`config.mk`:
```
export PLATFORM = sky130hd
export DESIGN_NAME = shift_unit_iter
export DESIGN_NICKNAME = d
export VERILOG_FILES = /design/src/rtl/shift_unit_iter.sv
export SDC_FILE = /design/constraint.sdc
export NUM_CORES = 1
export LEC_CHECK = 0
export ABC_AREA = 1
export CAP_MARGIN = 20
export CELL_PAD_IN_SITES_DETAIL_PLACEMENT = 1
export CELL_PAD_IN_SITES_GLOBAL_PLACEMENT = 1
export CORE_MARGIN = 1
export CORE_UTILIZATION = 31
export CTS_CLUSTER_DIAMETER = 50
export DETAILED_ROUTE_END_ITERATION = 16
export GPL_ROUTABILITY_DRIVEN = 0
export GPL_TIMING_DRIVEN = 0
export MAX_ROUTING_LAYER = met4
export PLACE_DENSITY_LB_ADDON = 0.3
export SYNTH_ARGS = -nofsm -noshare
export SYNTH_HDL_FRONTEND = slang
export SYNTH_SLANG_ARGS = --single-unit
```
`constraint.sdc`:
```
create_clock -name clk -period 2.9 [get_ports clk]
set_input_delay 0.29 -clock clk [delete_from_list [all_inputs] [get_ports clk]]
set_output_delay 0.29 -clock clk [all_outputs]
set_load 0.05 [all_outputs]
```
`src/rtl/shift_unit_iter.sv`:
```
// Iterative shifter/rotator: one bit position per clock, Amt clocks per request.
// Ports: clk, rst (async low), A/B/Sel operand, Op, Amt, Start -> Shift_OUT, Carry_OUT, Busy, Done.
module shift_unit_iter #(
  parameter int DATA_WIDTH = 16,
  parameter int AMT_WIDTH  = 4
) (
  input  logic                  clk,
  input  logic                  rst,
  input  logic [DATA_WIDTH-1:0] A,
  input  logic [DATA_WIDTH-1:0] B,
  input  logic                  Sel,
  input  logic [2:0]            Op,
  input  logic [AMT_WIDTH-1:0]  Amt,
  input  logic                  Start,
  output logic [DATA_WIDTH-1:0] Shift_OUT,
  output logic                  Carry_OUT,
  output logic                  Busy,
  output logic                  Done
);

  localparam logic [2:0] OP_SRL = 3'b000;
  localparam logic [2:0] OP_SLL = 3'b001;
  localparam logic [2:0] OP_SRA = 3'b010;
  localparam logic [2:0] OP_ROR = 3'b011;
  localparam logic [2:0] OP_ROL = 3'b100;

  typedef enum logic [1:0] {
    IDLE,
    SHIFT,
    DONE
  } state_e;

  state_e                state_q, state_d;
  logic [AMT_WIDTH-1:0]  cnt_q, cnt_d;
  logic [DATA_WIDTH-1:0] work_q, work_d;
  logic [2:0]            op_q, op_d;
  logic                  carry_q, carry_d;
  logic [DATA_WIDTH-1:0] shift_out_q, shift_out_d;
  logic                  carry_out_q, carry_out_d;
  logic                  busy_q, busy_d;
  logic                  done_q, done_d;

  logic                  op_valid;
  logic [DATA_WIDTH-1:0] step_work;
  logic                  step_carry;
  logic                  lsb, msb;

  assign op_valid = (Op <= OP_ROL);
  assign lsb      = work_q[0];
  assign msb      = work_q[DATA_WIDTH-1];

  // One-bit step of the captured operation on the work register.
  always_comb begin
    step_work  = work_q;
    step_carry = carry_q;
    case (op_q)
      OP_SRL: begin
        step_work  = {1'b0, work_q[DATA_WIDTH-1:1]};
        step_carry = lsb;
      end
      OP_SLL: begin
        step_work  = {work_q[DATA_WIDTH-2:0], 1'b0};
        step_carry = msb;
      end
      OP_SRA: begin
        step_work  = {msb, work_q[DATA_WIDTH-1:1]};
        step_carry = lsb;
      end
      OP_ROR: begin
        step_work  = {lsb, work_q[DATA_WIDTH-1:1]};
        step_carry = lsb;
      end
      OP_ROL: begin
        step_work  = {work_q[DATA_WIDTH-2:0], msb};
        step_carry = msb;
      end
      default: begin
        step_work  = work_q;
        step_carry = carry_q;
      end
    endcase
  end

  always_comb begin
    state_d     = state_q;
    cnt_d       = cnt_q;
    work_d      = work_q;
    op_d        = op_q;
    carry_d     = carry_q;
    shift_out_d = shift_out_q;
    carry_out_d = carry_out_q;
    unique case (state_q)
      IDLE: begin
        if (Start) begin
          work_d  = Sel ? B : A;
          op_d    = Op;
          carry_d = 1'b0;
          if (op_valid && Amt != '0) begin
            cnt_d   = Amt;
            state_d = SHIFT;
          end else begin
            cnt_d   = '0;
            state_d = DONE;
          end
        end
      end
      SHIFT: begin
        work_d  = step_work;
        carry_d = step_carry;
        cnt_d   = cnt_q - 1'b1;
        if (cnt_q == AMT_WIDTH'(1)) state_d = DONE;
      end
      DONE: state_d = IDLE;
      default: state_d = IDLE;
    endcase
    // Results are published on the same edge that enters DONE.
    if (state_d == DONE) begin
      shift_out_d = work_d;
      carry_out_d = carry_d;
    end
    busy_d = (state_d != IDLE);
    done_d = (state_d == DONE);
  end

  always_ff @(posedge clk or negedge rst) begin
    if (!rst) begin
      state_q     <= IDLE;
      cnt_q       <= '0;
      work_q      <= '0;
      op_q        <= '0;
      carry_q     <= 1'b0;
      shift_out_q <= '0;
      carry_out_q <= 1'b0;
      busy_q      <= 1'b0;
      done_q      <= 1'b0;
    end else begin
      state_q     <= state_d;
      cnt_q       <= cnt_d;
      work_q      <= work_d;
      op_q        <= op_d;
      carry_q     <= carry_d;
      shift_out_q <= shift_out_d;
      carry_out_q <= carry_out_d;
      busy_q      <= busy_d;
      done_q      <= done_d;
    end
  end

  assign Shift_OUT = shift_out_q;
  assign Carry_OUT = carry_out_q;
  assign Busy      = busy_q;
  assign Done      = done_q;

endmodule

```
* Yosys cells after proc, flatten, opt, wreduce, memory -nomap -nowiden *
Cells that the tools add are included.

word-level totals
  register bits after elaboration = 45
  output and inout bits = 19
  word-level logic and storage cells = 43

cells by class
  add/subtract/negate cells = 1
  $lt $le $gt $ge = 1
  equal/unequal tests = 8
  mux-type cells = 14
  reductions and logical operators = 10

operators by type and width
  cell                 number
  $pmux 16 s5          1
  $mux 16              2
  $pmux 16 s2          1
  $mux 4               2
  $pmux 4 s2           1
  $eq 3x2->1 const B   2
  $mux 2               3
  $eq 4x1->1 const B   1
  $pmux 1 s2           2
  $pmux 2 s2           1
  $reduce_and 2->1     2
  $reduce_bool 2->1    2
  $reduce_bool 4->1    1
  $sub 4x1->4 const B  1
  $eq 3x1->1 const B   1
  $eq 3x3->1 const B   1
  $le 3x3->1 const B   1
  $logic_not 3->1      1
  $reduce_or 3->1      1
  $eq 2x1->1 const B   1
  $eq 2x2->1 const B   1
  $logic_not 2->1      1
  $ne 2x2->1 const B   1
  $reduce_or 2->1      1
  2 further kinds      2

* Depth between registers and ports, before layout *
Gate-level depths: netlist (run 1).

  word-level depth = 6
  depth in mapped cells = 10

* Worst setup path after synthesis (run 1) *
OpenSTA, ideal clock, no wires.

  path kind = reg-to-reg
  from = register state_q[1]
  to = register shift_out_q[10] (netlist: Shift_OUT[10])
  arrival time = 1180 ps
  path slack = 1603 ps
  stages on the path, launching flop included = 10
  path buffers = 1
  cells stage by stage = dfrtp_1 nor2_2 nand2_4 inv_2 nand2_1 nand2_2 inv_2 buf_4 nand2_1 nand2_1

between the ends
  longest elaborated chain between the ends = 3

RTL lines
  item                                line  text
  start: declaration                  33    state_e state_q, state_d;
  start signal: assignment            137   state_q <= state_d;
  $eq 2x1->1 (tied with other cells)  92    unique case (state_q)
  $pmux 2 s2                          92
  $eq 2x2->1                          117   if (state_d == DONE) begin
  end signal: assignment              142   shift_out_q <= shift_out_d;
  end: declaration                    38    logic [DATA_WIDTH-1:0] shift_out_q, shift_out_d;

Parallel ways exist; a longest one is shown, timed or not.
A chain may end at the register's enable or synchronous reset.

* Worst setup path in the final report (run 1) *
  from = register shift_out_q[14] (netlist: Shift_OUT[14])
  to = output port Shift_OUT[14]

RTL lines
  item              line  text
  end: declaration  15    output logic [DATA_WIDTH-1:0] Shift_OUT,

No word-level cell between the ends.

==> results.yml, run 1 <==
run_status:
  outcome: "complete, no violations"
global_route:
  grt_pass1_vias: 2709
  grt_max_degree: 26
  grt.overflow.total: 0
  grtUsageTotal_pct: 20.8
  antenna_found_initial: 0
  grt_pass1_wl_mm: 13.5
clock_network:
  post_cts_buffers: 0
  cts_made_buffers: 5
  clock_tree.buffer_depth: 2
  clock-sinks: 45
  cts.clk_slew.worst_paths_ns: 0.09
  cts_htree_levels: 2
  root_buffer: "clkbuf_8"
  cts_resized: 0
  cts_tree: "built"
  insertion_delay_ns: 0.31
placed_design:
  port_buffers: 60
  placed_cell_area_mm2: 0.00333
  dp_hpwl_mm: 6.16
timing:
  rsz0062_at_grt: "no"
  slew_headroom_pct: 57.6
  setup_tns_ns: 0
  report.final.setup_viol: 0
  min_period_ns: 1.79
  fin_skew_ns: 0.00709
  worstMarginPinSlew_ns: 0.637
  fmax_mhz: 560
  fin_crit_sh_pct: 61.6
  finalHoldViolCount: 0
  finalMaxSlewViolations: 0
  hold_ws_ns: 0.482
critical_path:
  critPathMaxStageDelay_ns: 0.81
  critPathBufInv: 1
  crit_required_ns: 2.61
  arrival_ns: 1.50
  cpMaxStageDelayCell: "clkdlybuf4s50_1"
  path_delay_family: "buffers and inverters"
  crit_chain: "clkdlybuf4s50_1"
  worst_setup_path_start_kind: "flip-flop"
  crit_type: "reg -> out"
  critical_path.max_fanout: 2
  rrSetupSlack_ns: 1.23
  endpoint_kind: "output pin"
yosys:
  yosys.cell_types.count: 31
  avgSynthCellArea_um2: 7.45
  synth_area_mm2: 0.00258
  synth_flop_cell: "dfrtp_1"
  synthTopCellsByCount: "133 x nand2_1, 45 x dfrtp_1, 30 x nand3_1"
  syn_inst: 347
  yosysMostFrequentCell: "nand2_1"
  ys_seq_area_share_pct: 43.6
  ys_ff_latch: 45
  synth_nets: 392
  synth_top_cell_by_area: "dfrtp_1"
  synth_edf_count: 0
  synth_top_area_share_pct: 43.6
  yosys-top-cells-area: "dfrtp_1 44%, nand2_1 19%, nand3_1 5.8%"
  yosysWarningCount: 0
  synthArstFlopShare_pct: 100
layout:
  drive_gt1_share_pct: 10.8
  final-seq-area_mm2: 0.00113
  design_area_mm2: 0.00345
  area_growth_pct: 33.6
  multi_input_area_mm2: 0.00125
  diodes: 0
  final_util_pct: 43.8
  final_nets: 461
  fillers: 992
floorplan:
  die_width_um: 93.3
  ios: 62
  initial_core_util_pct: 32.8
  rows: 32
  fp.dieH_um: 93.3
  fp.dieArea_mm2: 0.00871
  core_mm2: 0.00789
route:
  drt-vias-per-instance: 4.91
  drtIter0Drc: 64
  drc: 0
  postRouteAntennaNets: 0
  dr_total_vias: 2550
  routed_wl_mm: 8.13
  drt-pass1-iter-count: 4
  wl_per_cell_um: 15.7
pwr:
  p_per_area_mw_per_mm2: 1010
  power.leakage_nw: 1.66
  p_total_w: 0.00349
  ir_drop_v: 0.000434
hold_path:
  hp-class: "in -> async"
job:
  cap_viol_max_count: 0
==> power by group <==
part           internal (W)  switching [W]
clock              0.000281       0.000233
combinational      0.000652        0.00119
sequential         0.000907       0.000222
==> metal layers <==
layer	vias up	wire length (um)	track usage, %
met4	0	85	5.51
met5	-	0	-
li1	1263	-	-
met1	1241	3930	26.9
met3	6	202	2.52
met2	40	3900	34.4
==> repair_timing <==
item,in CTS,in global routing
hold endpoints to repair,20,0
hold buffers,1,0
setup endpoints to repair,0,0
==> path summary, 6_finish.rpt <==
kind                               start             to  cells after the start
hold / removal                       rst   Shift_OUT[1]                      2
max in group asynchronous            rst  Shift_OUT[14]                      3
min in group clk            Shift_OUT[9]   Shift_OUT[9]                      2
setup / recovery           Shift_OUT[14]  Shift_OUT[14]                      1
hold reg to reg             Shift_OUT[9]   Shift_OUT[9]                      2
setup reg to reg              state_q[1]   Shift_OUT[9]                      6
==> placed cells by master, fill, tap and decap left out, drive strengths merged <==
cell / instances
nand3: 31
dfrtp: 45
o21bai: 5
buf: 16
xor2: 1
o211ai: 8
nand2: 139
a31oi: 2
inv: 27
clkbuf: 7
a22o: 1
and2: 4
o21ai: 28
o22ai: 7
clkdlybuf4s50: 59
bufinv: 1
a21oi: 11
or2: 1
dlygate4sd3: 1
o32ai: 1
nor2: 20
ha: 2
==> sequential cells by signal, indices dropped and copies added (netlist names) <==
| signal | count |
|---|---|
| Done | 1 |
| Shift_OUT | 16 |
| Carry_OUT | 1 |
| work_q | 16 |
| carry_q | 1 |
| Busy | 1 |
| cnt_q | 4 |
| state_q | 2 |
| op_q | 3 |
==> stage by stage <==
| stage | worst slack [ns] | instances |
|---|---|---|
| 3_3_place_gp | 0.135 | 509 |
| 2_1_floorplan | 1.60 | 347 |
| 6_report | 1.11 | 519 |
| 3_5_place_dp | 0.931 | 510 |
| 4_1_cts | 1.10 | 519 |
| 5_1_grt | 1.06 | 519 |
==> kinds of logic after synthesis <==
| family | synth area share [%] |
|---|---|
| compound gates | 14.9 |
| xor+xnor | 0.339 |
| fa+ha+maj | 0.968 |
| buf+inv | 7.99 |
| flops | 43.6 |
| simple gates | 32.2 |
==> area by class of cell <==
class / count / share of cell area, %
multi-input cells: 261 / 36.3
flip-flops and latches: 45 / 32.6
repair buffers: 62 / 18.1
well taps: 102 / 3.69
plain buffers: 14 / 3.04
inverters: 27 / 2.93
clock buffers: 7 / 2.50
clock inverters: 1 / 0.869
Note: power is estimated with default switching activity, not from simulation.
==> inputs of run 2 (changes only) <==
- clock period: 2.9 -> 1.72 ns (I/O delays scaled with it)
==> results.yml, run 2 (synthesis gave the netlist of run 1 again) <==
timing:
  report.final.setup_viol: 0
  finalMaxSlewViolations: 0
  setup_tns_ns: 0
  fmax_mhz: 599
  fin_skew_ns: 0.00699
  finalHoldViolCount: 0
  worstMarginPinSlew_ns: 0.528
  min_period_ns: 1.67
  hold_ws_ns: 0.363
  slew_headroom_pct: 64.8
  rsz0062_at_grt: "no"
  fin_crit_sh_pct: 97.0
route:
  routed_wl_mm: 8.14
  wl_per_cell_um: 15.7
  wl_met2_mm: 3.91
  dr_total_vias: 2544
  drc: 0
  drt-pass1-iter-count: 4
  drtIter0Drc: 63
  wl_met1_mm: 3.95
  drt-vias-per-instance: 4.90
  top_layer_used: "met4"
  wl_met3_um: 202
  postRouteAntennaNets: 0
clock_network:
  clock_tree.buffer_depth: 2
  root_buffer: "clkbuf_8"
  post_cts_buffers: 0
  insertion_delay_ns: 0.31
  clock-sinks: 45
  cts_tree: "built"
  cts.clk_slew.worst_paths_ns: 0.09
  cts_made_buffers: 5
  cts_htree_levels: 2
layout:
  final-seq-area_mm2: 0.00113
  drive_gt1_share_pct: 11.0
  final_util_pct: 43.8
  diodes: 0
  fillers: 991
  design_area_mm2: 0.00346
  layout_common_cells: "133 x nand2_1, 59 x clkdlybuf4s50_1, 45 x dfrtp_1"
  final_common_cell: "nand2_1"
  final_nets: 461
  finalNonFillerCells: 519
  area_growth_pct: 33.7
  multi_input_area_mm2: 0.00125
job:
  cap_viol_max_count: 0
global_route:
  antenna_found_initial: 0
  grtUsageTotal_pct: 20.8
  grt_pass1_vias: 2709
  grt_pass1_wl_mm: 13.5
  grt_max_degree: 26
  grt.overflow.total: 0
floorplan:
  ios: 62
  fp.dieArea_mm2: 0.00871
  initial_core_util_pct: 32.8
  die_width_um: 93.3
  rows: 32
  fp.dieH_um: 93.3
  core_mm2: 0.00789
pwr:
  ir_drop_v: 0.000731
  p_per_area_mw_per_mm2: 1700
  power.leakage_nw: 1.66
critical_path:
  cpMaxStageDelayCell: "clkdlybuf4s50_1"
  crit_chain: "clkdlybuf4s50_1"
  worst_setup_path_start_kind: "flip-flop"
  critPathMaxStageDelay_ns: 0.81
  crit_type: "reg -> out"
  path_delay_family: "buffers and inverters"
  critical_path.max_fanout: 2
  critPathBufInv: 1
  endpoint_kind: "output pin"
  arrival_ns: 1.50
  crit_required_ns: 1.55
run_status:
  outcome: "complete, no violations"
placed_design:
  dpl.cell_count: 510
  placed_cell_area_mm2: 0.00333
  port_buffers: 60
  dp_hpwl_mm: 6.16
hold_path:
  hp-class: "in -> async"
## run 2: final timing paths
kind                               start             to  slack [ns]  cells past startpoint
setup / recovery           Shift_OUT[14]  Shift_OUT[14]        0.05                      1
hold / removal                       rst   Shift_OUT[1]        0.36                      2
max in group asynchronous            rst  Shift_OUT[14]        0.83                      3
setup reg to reg              state_q[0]  Shift_OUT[10]        0.16                      9
min in group clk                     Sel      work_q[0]        0.38                      4
hold reg to reg             Shift_OUT[9]   Shift_OUT[9]        0.48                      2
## run 2: layout make-up
class,instances,area share [%]
multi-input cells,261,36.2
repair buffers,62,18.1
clock buffers,7,2.50
clock inverters,1,0.869
inverters,27,2.93
plain buffers,14,3.08
flip-flops and latches,45,32.6
well taps,102,3.69
## run 2: metal layers
metal | global-route usage (%) | vias up
met5 | - | -
met4 | 5.51 | 0
met3 | 2.52 | 6
met2 | 34.4 | 40
met1 | 26.9 | 1239
li1 | - | 1259
## run 2: report_power, final
group,total [W],internal [W],switching [W],leakage (nW)
combinational,0.00311,0.00110,0.00201,1.05
clock,0.000869,0.000475,0.000394,0.0585
sequential,0.00190,0.00153,0.000373,0.556
## run 2: what timing repair did
action / 4_1_cts / 5_1_grt
resized for setup: 0 / 1
hold endpoints to repair: 20 / 0
hold buffers: 1 / 0
setup endpoints to repair: 0 / 12
## run 2: metrics by stage
| step | worst slack (ns) | power (W) |
|---|---|---|
| final | 0.0519 | 0.00588 |
| after global routing | 0.00103 | 0.00626 |
| after CTS | 0.0377 | 0.00591 |
| after detailed placement | -0.131 | 0.00503 |
| after global placement | -0.927 | 0.00493 |
| after floorplan | 0.423 | 0.00397 |
